### config.mk
export PLATFORM = sky130hd
export DESIGN_NAME = cdc_handshake_tx_flat
export DESIGN_NICKNAME = d
export VERILOG_FILES = /design/src/rtl/cdc_handshake_tx_if.sv /design/src/rtl/cdc_handshake_tx.sv /design/src/flat_wrapper.sv
export SDC_FILE = /design/constraint.sdc
export NUM_CORES = 1
export LEC_CHECK = 0
export CORE_MARGIN = 3
export CORE_UTILIZATION = 45
export DETAILED_ROUTE_END_ITERATION = 6
export PLACE_DENSITY = 0.73
export SLEW_MARGIN = 20
export SYNTH_ARGS = -nofsm -noshare
export SYNTH_HDL_FRONTEND = slang
export SYNTH_SLANG_ARGS = --single-unit
export TNS_END_PERCENT = 20
### constraint.sdc
create_clock -name i_clk -period 2.85 [get_ports i_clk]
set_input_delay 0.57 -clock i_clk [delete_from_list [all_inputs] [get_ports i_clk]]
set_output_delay 0.57 -clock i_clk [all_outputs]
set_load 0.03 [all_outputs]
### src/rtl/cdc_handshake_tx_if.sv
// Word-level bus of the source half of a 4-phase req/ack CDC link.
// The master side is the transmitter; the slave side is its upstream and destination environment.
interface cdc_handshake_tx_if #(
   parameter int LOGIC_SIZE = 8
);
   logic                  i_valid;
   logic [LOGIC_SIZE-1:0] i_data;
   logic                  o_ready;
   logic                  o_req;
   logic [LOGIC_SIZE-1:0] o_data;
   logic                  i_ack;

   modport master (
      input  i_valid,
      input  i_data,
      input  i_ack,
      output o_ready,
      output o_req,
      output o_data
   );

   modport slave (
      output i_valid,
      output i_data,
      output i_ack,
      input  o_ready,
      input  o_req,
      input  o_data
   );
endinterface

### src/rtl/cdc_handshake_tx.sv
// Source-domain half of a 4-phase req/ack link: captures one word, raises o_req,
// and holds o_data until the synchronized ack has completed a full request/release cycle.
module cdc_handshake_tx #(
   parameter int LOGIC_SIZE     = 8,
   parameter int NUM_FFS        = 2,
   parameter int TIMEOUT_CYCLES = 1024,
   parameter int CNT_WIDTH      = 16
) (
   input  logic                 i_clk,
   input  logic                 i_reset,
   cdc_handshake_tx_if.master   bus,
   output logic                 o_busy,
   output logic [CNT_WIDTH-1:0] o_xfer_count,
   output logic                 o_timeout,
   input  logic                 i_clear_timeout
);

   localparam int TW = (TIMEOUT_CYCLES > 0) ? $clog2(TIMEOUT_CYCLES + 1) : 1;

   typedef enum logic [1:0] {
      IDLE,
      REQ,
      DROP
   } state_t;

   state_t                state_q,   state_d;
   logic                  req_q,     req_d;
   logic [LOGIC_SIZE-1:0] data_q,    data_d;
   logic [CNT_WIDTH-1:0]  cnt_q,     cnt_d;
   logic                  timeout_q, timeout_d;
   logic [TW-1:0]         tcnt_q,    tcnt_d;
   logic [NUM_FFS-1:0]    sync_q,    sync_d;
   logic                  ack_sync;

   // i_ack is only ever consumed through the last stage of this chain.
   assign ack_sync = sync_q[NUM_FFS-1];

   always_comb begin
      sync_d = {sync_q[NUM_FFS-2:0], bus.i_ack};
   end

   always_comb begin
      // NOTE: every _d starts from its _q so no branch can leave a value unassigned (no latch).
      state_d = state_q;
      req_d   = req_q;
      data_d  = data_q;
      cnt_d   = cnt_q;
      case (state_q)
         IDLE: begin
            if (bus.i_valid && !ack_sync) begin
               data_d  = bus.i_data;
               req_d   = 1'b1;
               state_d = REQ;
            end
         end
         REQ: begin
            if (ack_sync) begin
               req_d   = 1'b0;
               cnt_d   = cnt_q + 1'b1;
               state_d = DROP;
            end
         end
         DROP: begin
            if (!ack_sync) state_d = IDLE;
         end
         default: begin
            req_d   = 1'b0;
            state_d = IDLE;
         end
      endcase
   end

   generate
      if (TIMEOUT_CYCLES > 0) begin : g_timeout
         localparam logic [TW-1:0] T_LAST = TW'(TIMEOUT_CYCLES - 1);
         localparam logic [TW-1:0] T_MAX  = TW'(TIMEOUT_CYCLES);

         // Saturating one past T_LAST makes the timeout event fire once per stalled state.
         always_comb begin
            tcnt_d = '0;
            if ((state_q != IDLE) && (state_d == state_q)) begin
               tcnt_d = (tcnt_q == T_MAX) ? tcnt_q : tcnt_q + 1'b1;
            end
            timeout_d = (timeout_q && !i_clear_timeout) ||
                        ((state_q != IDLE) && (tcnt_q == T_LAST));
         end
      end else begin : g_no_timeout
         always_comb begin
            tcnt_d    = '0;
            timeout_d = 1'b0;
         end
      end
   endgenerate

   always_ff @(posedge i_clk) begin
      // NOTE: state registers take non-blocking assignments so every flop samples pre-edge values.
      if (i_reset) begin
         state_q   <= IDLE;
         req_q     <= 1'b0;
         data_q    <= '0;
         cnt_q     <= '0;
         timeout_q <= 1'b0;
         tcnt_q    <= '0;
         sync_q    <= '0;
      end else begin
         state_q   <= state_d;
         req_q     <= req_d;
         data_q    <= data_d;
         cnt_q     <= cnt_d;
         timeout_q <= timeout_d;
         tcnt_q    <= tcnt_d;
         sync_q    <= sync_d;
      end
   end

   assign bus.o_ready   = (state_q == IDLE) && !ack_sync;
   assign bus.o_req     = req_q;
   assign bus.o_data    = data_q;
   assign o_busy        = (state_q != IDLE);
   assign o_xfer_count  = cnt_q;
   assign o_timeout     = timeout_q;

endmodule
### src/flat_wrapper.sv
// flat-port wrapper written by rule: the top's interface ports become plain ports
module cdc_handshake_tx_flat 
#(
   parameter int LOGIC_SIZE     = 8,
   parameter int NUM_FFS        = 2,
   parameter int TIMEOUT_CYCLES = 1024,
   parameter int CNT_WIDTH      = 16
)
  (i_clk, i_reset, o_busy, o_xfer_count, o_timeout, i_clear_timeout, bus_i_valid, bus_i_data, bus_i_ack, bus_o_ready, bus_o_req, bus_o_data);
  cdc_handshake_tx_if #(.LOGIC_SIZE(LOGIC_SIZE)) bus_i ();
  input  logic i_clk;
  input  logic i_reset;
  output logic o_busy;
  output logic [CNT_WIDTH-1:0] o_xfer_count;
  output logic o_timeout;
  input  logic i_clear_timeout;
  input wire logic [$bits(bus_i.i_valid)-1:0] bus_i_valid;
  input wire logic [$bits(bus_i.i_data)-1:0] bus_i_data;
  input wire logic [$bits(bus_i.i_ack)-1:0] bus_i_ack;
  output wire logic [$bits(bus_i.o_ready)-1:0] bus_o_ready;
  output wire logic [$bits(bus_i.o_req)-1:0] bus_o_req;
  output wire logic [$bits(bus_i.o_data)-1:0] bus_o_data;
  assign bus_i.i_valid = bus_i_valid;
  assign bus_i.i_data = bus_i_data;
  assign bus_i.i_ack = bus_i_ack;
  assign bus_o_ready = bus_i.o_ready;
  assign bus_o_req = bus_i.o_req;
  assign bus_o_data = bus_i.o_data;
  cdc_handshake_tx #(.LOGIC_SIZE(LOGIC_SIZE), .NUM_FFS(NUM_FFS), .TIMEOUT_CYCLES(TIMEOUT_CYCLES), .CNT_WIDTH(CNT_WIDTH)) u_core (.i_clk(i_clk), .i_reset(i_reset), .bus(bus_i), .o_busy(o_busy), .o_xfer_count(o_xfer_count), .o_timeout(o_timeout), .i_clear_timeout(i_clear_timeout));
endmodule
Word level (Yosys, flattened, before mapping)
Index checks and enable logic that the tools add are counted.
{ "word_totals": {"register_bits": 41, "latchBits": 0, "ram_bits": 0, "romBits": 0, "inputBits": 13, "output_inout_bits": 28, "n_memories": 0} }
{ "classes": {"add_sub_neg": 2, "multipliers": 0, "div_mod_pow": 0, "order_cmp": 0, "n_eq_ne": 7, "n_shift": 0, "muxes": 7, "bitwise": 2, "n_reduce_logical": 14} }
{ "op_table": {"columns": ["operator", "n"], "rows": [
  ["$add A16 B1 Y16 const B", 1],
  ["$add A11 B1 Y11 const B", 1],
  ["$eq A11 B10 Y1 const B", 1],
  ["$eq A11 B11 Y1 const B", 1],
  ["$mux W2", 3],
  ["$pmux W2 S3", 1],
  ["$logic_and A1 B1 Y1", 5],
  ["$ne A2 B1 Y1 const B", 2],
  ["$reduce_and A2 Y1", 2],
  ["$pmux W1 S3", 1],
  ["$reduce_and A3 Y1", 1],
  ["$eq A2 B1 Y1 const B", 1],
  ["$eq A2 B2 Y1", 1],
  ["$eq A2 B2 Y1 const B", 1],
  ["$logic_not A1 Y1", 2],
  ["$logic_not A2 Y1", 1],
  ["$mux W1", 2],
  ["$not A1 Y1", 2],
  ["$reduce_bool A2 Y1", 1],
  ["$reduce_or A2 Y1", 1],
  ["$logic_or A1 B1 Y1", 1]
]} }

Longest topological paths before layout
{ "depth": {"ltp_word": 8, "mapped_depth": 6} }

Least setup slack after synthesis
Ideal clock, no wire load.
{ "synth_timing": {"kind": "reg-to-reg", "start": "register u_core.state_q[0]", "end": "register u_core.data_q[0], in the netlist u_core.bus.o_data[0]", "setup_time_ns": 0.071, "arrival_time_ns": 1.837, "required_ns": 2.779, "path_slack_ns": 0.943, "stages_incl_launch_ff": 7, "path_buffers": 2, "cell_sequence": "dfxtp_1 > clkbuf_8 > nor3_1 > and2_1 > clkbuf_1 > nand2_1 > a21oi_1"} }
{ "synth_between": {"elab_chain_len": 2} }
{ "synth_lines": {"columns": ["element", "line", "source"], "rows": [
  ["from (decl)", "cdc_handshake_tx.sv:26", "state_t state_q, state_d;"],
  ["from (signal assigned)", "cdc_handshake_tx.sv:106", "state_q <= state_d;"],
  ["$logic_not A2 Y1", "cdc_handshake_tx.sv:48", "case (state_q)"],
  ["$reduce_and A2 Y1 (no line)", null, null],
  ["to (signal assigned)", "cdc_handshake_tx.sv:108", "data_q <= data_d;"],
  ["to (decl)", "cdc_handshake_tx.sv:28", "logic [LOGIC_SIZE-1:0] data_q, data_d;"]
]} }
Every way passes these cells.
A chain may end at the register's enable or synchronous reset.

Worst setup path in the final report
{ "layout_timing": {"start": "register u_core.state_q[0]", "end": "output bus_o_ready"} }
{ "layout_between": {"elab_chain_len": 2} }
{ "layout_lines": {"columns": ["element", "line", "source"], "rows": [
  ["$logic_not A2 Y1", "cdc_handshake_tx.sv:116", "assign bus.o_ready = (state_q == IDLE) && !ack_sync;"],
  ["$logic_and A1 B1 Y1", "cdc_handshake_tx.sv:116", null],
  ["to (decl)", "flat_wrapper.sv:20", "output wire logic [$bits(bus_i.o_ready)-1:0] bus_o_ready;"]
]} }
Every way passes these cells.

==> impl_metrics.toml <==
[outcome]
status = "completed"

[timing]
slew_viol_final = 0
hold_viol_final = 0
max_freq_mhz = 432
relSlewSlack = 0.470
rsz0062_at_grt = "false"
tns_ns = 0
period_minus_slack_ns = 2.32
skew_ns = 0.00952
finalSetupViolations = 0
fin_crit_sh = 0.812
tightest_slew_ns = 0.788

[critical_path]
path_delay_family = "buffers and inverters"
cp_max_fo = 9
crit_chain = "nor3_1, clkdlybuf4s50_1"
slowest_stage = "clkdlybuf4s50_1"
cp_data_arrival_time_ns = 1.75
crit_path_max_incr_delay_ns = 0.74
crit_buf_inv = 1
critPathLaunchType = "register"
crit_path_end_kind = "output port"
required_ns = 2.28
crit_type = "reg -> out"

[cells_and_area]
nFillCells = 347
n_antenna_cell = 0
syn_to_final_growth_pct = 28.2
nets = 258
multi_input_comb_area_um2 = 893
stdcell_area_um2 = 2280
drive_gt1_frac = 0.0782
regArea_um2 = 821

[clock_tree]
post_cts_resized = 0
cts_tree = "done"
htree_levels = 2
cts_buffer_depth = 2
postCtsHoldBufs = 0
cts.sinks = 41
path_clk_slew_ns = 0.07
clk_latency_ns = 0.29
cts_setup_buffers = 0
clock_tree.root_cell = "clkbuf_8"
cts_made_buffers = 5

[hold_path]
hold_class = "reg -> reg"

[die]
die_h_um = 68.9
rows = 22
start_util = 0.476
core_area_um2 = 3740
dieArea_um2 = 4750
pin_count = 41
dieWidth_um = 68.9

[global_route]
grt_pass1_vias = 1324
grt_util_all_layers = 0.162
grt_first_pass_wirelength_mm = 5.80
antenna_found_initial = 0
grt.overflow.total = 0
grt_start_max_net_pins = 19

[pwr]
power.total_mw = 1.06
power.share.combinational = 0.099
clkPwrFrac = 0.339
peakVddDrop_uv = 254
cellPowerDensity_nw_per_um2 = 464
switching_share = 0.242
switchingPower_mw = 0.257
seqPwrFrac = 0.562
intPower_mw = 0.803
p_leak_nw = 0.820

[placement]
placed_area_um2 = 2200
dpl.hpwl_mm = 2.45
gp_congestion = 0.779
port_buffers = 40

[yosys]
synth-main-ff-cell = "dfxtp_1"
async_flop_share = 0
yosysUniqueCellTypes = 36
synth_fp_nets = 218
syn_area_per_cell_um2 = 8.82
ys_seq_area_frac = 0.461
synth-edff-count = 0
syn_area_um2 = 1780
syn_inst = 202
synth-seq-cells = 41
synth.yosys.warnings = 0

[detailed_routing]
drt_iter0_markers = 86
wl_per_cell_um = 11.9
viasPerCell = 5.09
drtAntennaViolNets = 0
routed_wl_mm = 3.46
drc = 0
num_vias = 1481
firstDrtPassIters = 4

[flow_run]
cap_viol_max_count = 0
[power groups by stage]
stage               combinational (mW)  sequential, mW  clock, mW
CTS                              0.106           0.595      0.378
detailed placement               0.106           0.608          0
global route                     0.115           0.597      0.397
finish                           0.105           0.595      0.360
floorplan                       0.0475           0.621          0
global placement                 0.106           0.608          0
[logic make-up after synthesis]
| kind of cell | share of synthesized area |
|---|---|
| flip-flops | 0.461 |
| XOR/XNOR | 0.0787 |
| adder cells (fa/ha/maj) | 0.0211 |
| multiplexers | 0.0302 |
| buffers and inverters | 0.0379 |
| AND/OR/NAND/NOR | 0.298 |
| AO/OA/AOI/OAI | 0.0737 |
[cell type report]
cell class | instances | area share
clock buffers | 6 | 0.0318
clock inverters | 2 | 0.00438
inverters | 3 | 0.00493
multi-input cells | 149 | 0.391
flip-flops and latches | 41 | 0.359
well taps | 48 | 0.0263
repair buffers | 42 | 0.182
[final timing paths]
path,from,slack [ns],cells after the start,to
worst max-delay path,u_core.state_q[0],0.53,2,bus_o_ready
worst min-delay path,u_core.bus.o_data[0],0.45,2,u_core.bus.o_data[0]
worst max register to register,u_core.sync_q[1],0.83,4,u_core.o_xfer_count[15]
worst min register to register,u_core.bus.o_data[0],0.45,2,u_core.bus.o_data[0]
[layer usage]
layer / track usage / vias up / wire (µm)
met5: 0 / - / 0
met4: 0.0487 / 0 / 27
met3: 0.0729 / 4 / 238
met2: 0.236 / 41 / 1520
met1: 0.214 / 659 / 1670
li1: - / 777 / -
[registers in the layout, indices dropped and copies added, names as in the netlist]
| signal | flops |
|---|---|
| u_core.o_timeout | 1 |
| u_core.bus.o_data | 8 |
| u_core.sync_q | 2 |
| u_core.state_q | 2 |
| u_core.bus.o_req | 1 |
| u_core.tcnt_q | 11 |
| u_core.o_xfer_count | 16 |
[worst reg2reg max path, stage by stage, from the launching register on]
cell	delay, ns
dfxtp_1	0.50
nand3b_4	0.18
nor4_1	0.72
nand4_1	0.20
mux2_2	0.31
[layout by cell type (no fill, tap or decap), types with 2 or more instances in the layout]
cell             netlist  routed
nand3b_1               2       2
nor2b_1                5       5
xnor2_1                7       7
clkbuf_8               1       5
nand2_1               24      24
nand2b_1               4       4
nor4_1                 4       4
inv_1                  3       3
nor3_1                 5       5
nand3_1                9       9
and4_1                 3       3
or3b_2                 2       2
ha_1                   3       3
o21ai_0                6       6
dfxtp_1               41      41
buf_4                  1       2
a21oi_1               17      17
nand4_1                7       7
mux2i_1                2       2
xor2_1                 9       9
clkdlybuf4s50_1        0      40
or3_1                  4       4
and2_1                 2       2
nor2_1                22      22
clkinv_2               0       2
mux2_2                 3       3
[per-stage QoR]
step,instances,setup slack [ns],hold WS [ns],util
global route,291,0.417,0.481,0.610
detailed placement,283,0.866,0.441,0.588
CTS,291,0.529,0.458,0.610
floorplan,202,0.943,0.414,-
finish,291,0.535,0.454,0.610
global placement,283,0.869,0.443,0.588
[Yosys cell counts (3+ instances only)]
cell type | count | area, µm²
nor2b_1 | 5 | 31.3
nor3_1 | 5 | 25.0
mux2_2 | 3 | 33.8
dfxtp_1 | 41 | 821
ha_1 | 3 | 37.5
xor2_1 | 9 | 78.8
nand2b_1 | 4 | 25.0
and4_1 | 3 | 26.3
clkbuf_1 | 5 | 18.8
nand4_1 | 7 | 43.8
or3_1 | 4 | 25.0
a21oi_1 | 17 | 85.1
nor2_1 | 22 | 82.6
xnor2_1 | 7 | 61.3
nor4_1 | 4 | 25.0
nand2_1 | 24 | 90.1
inv_1 | 3 | 11.3
o21ai_0 | 6 | 30.0
nand3_1 | 9 | 45.0
Note: power is estimated with default switching activity, not from simulation.
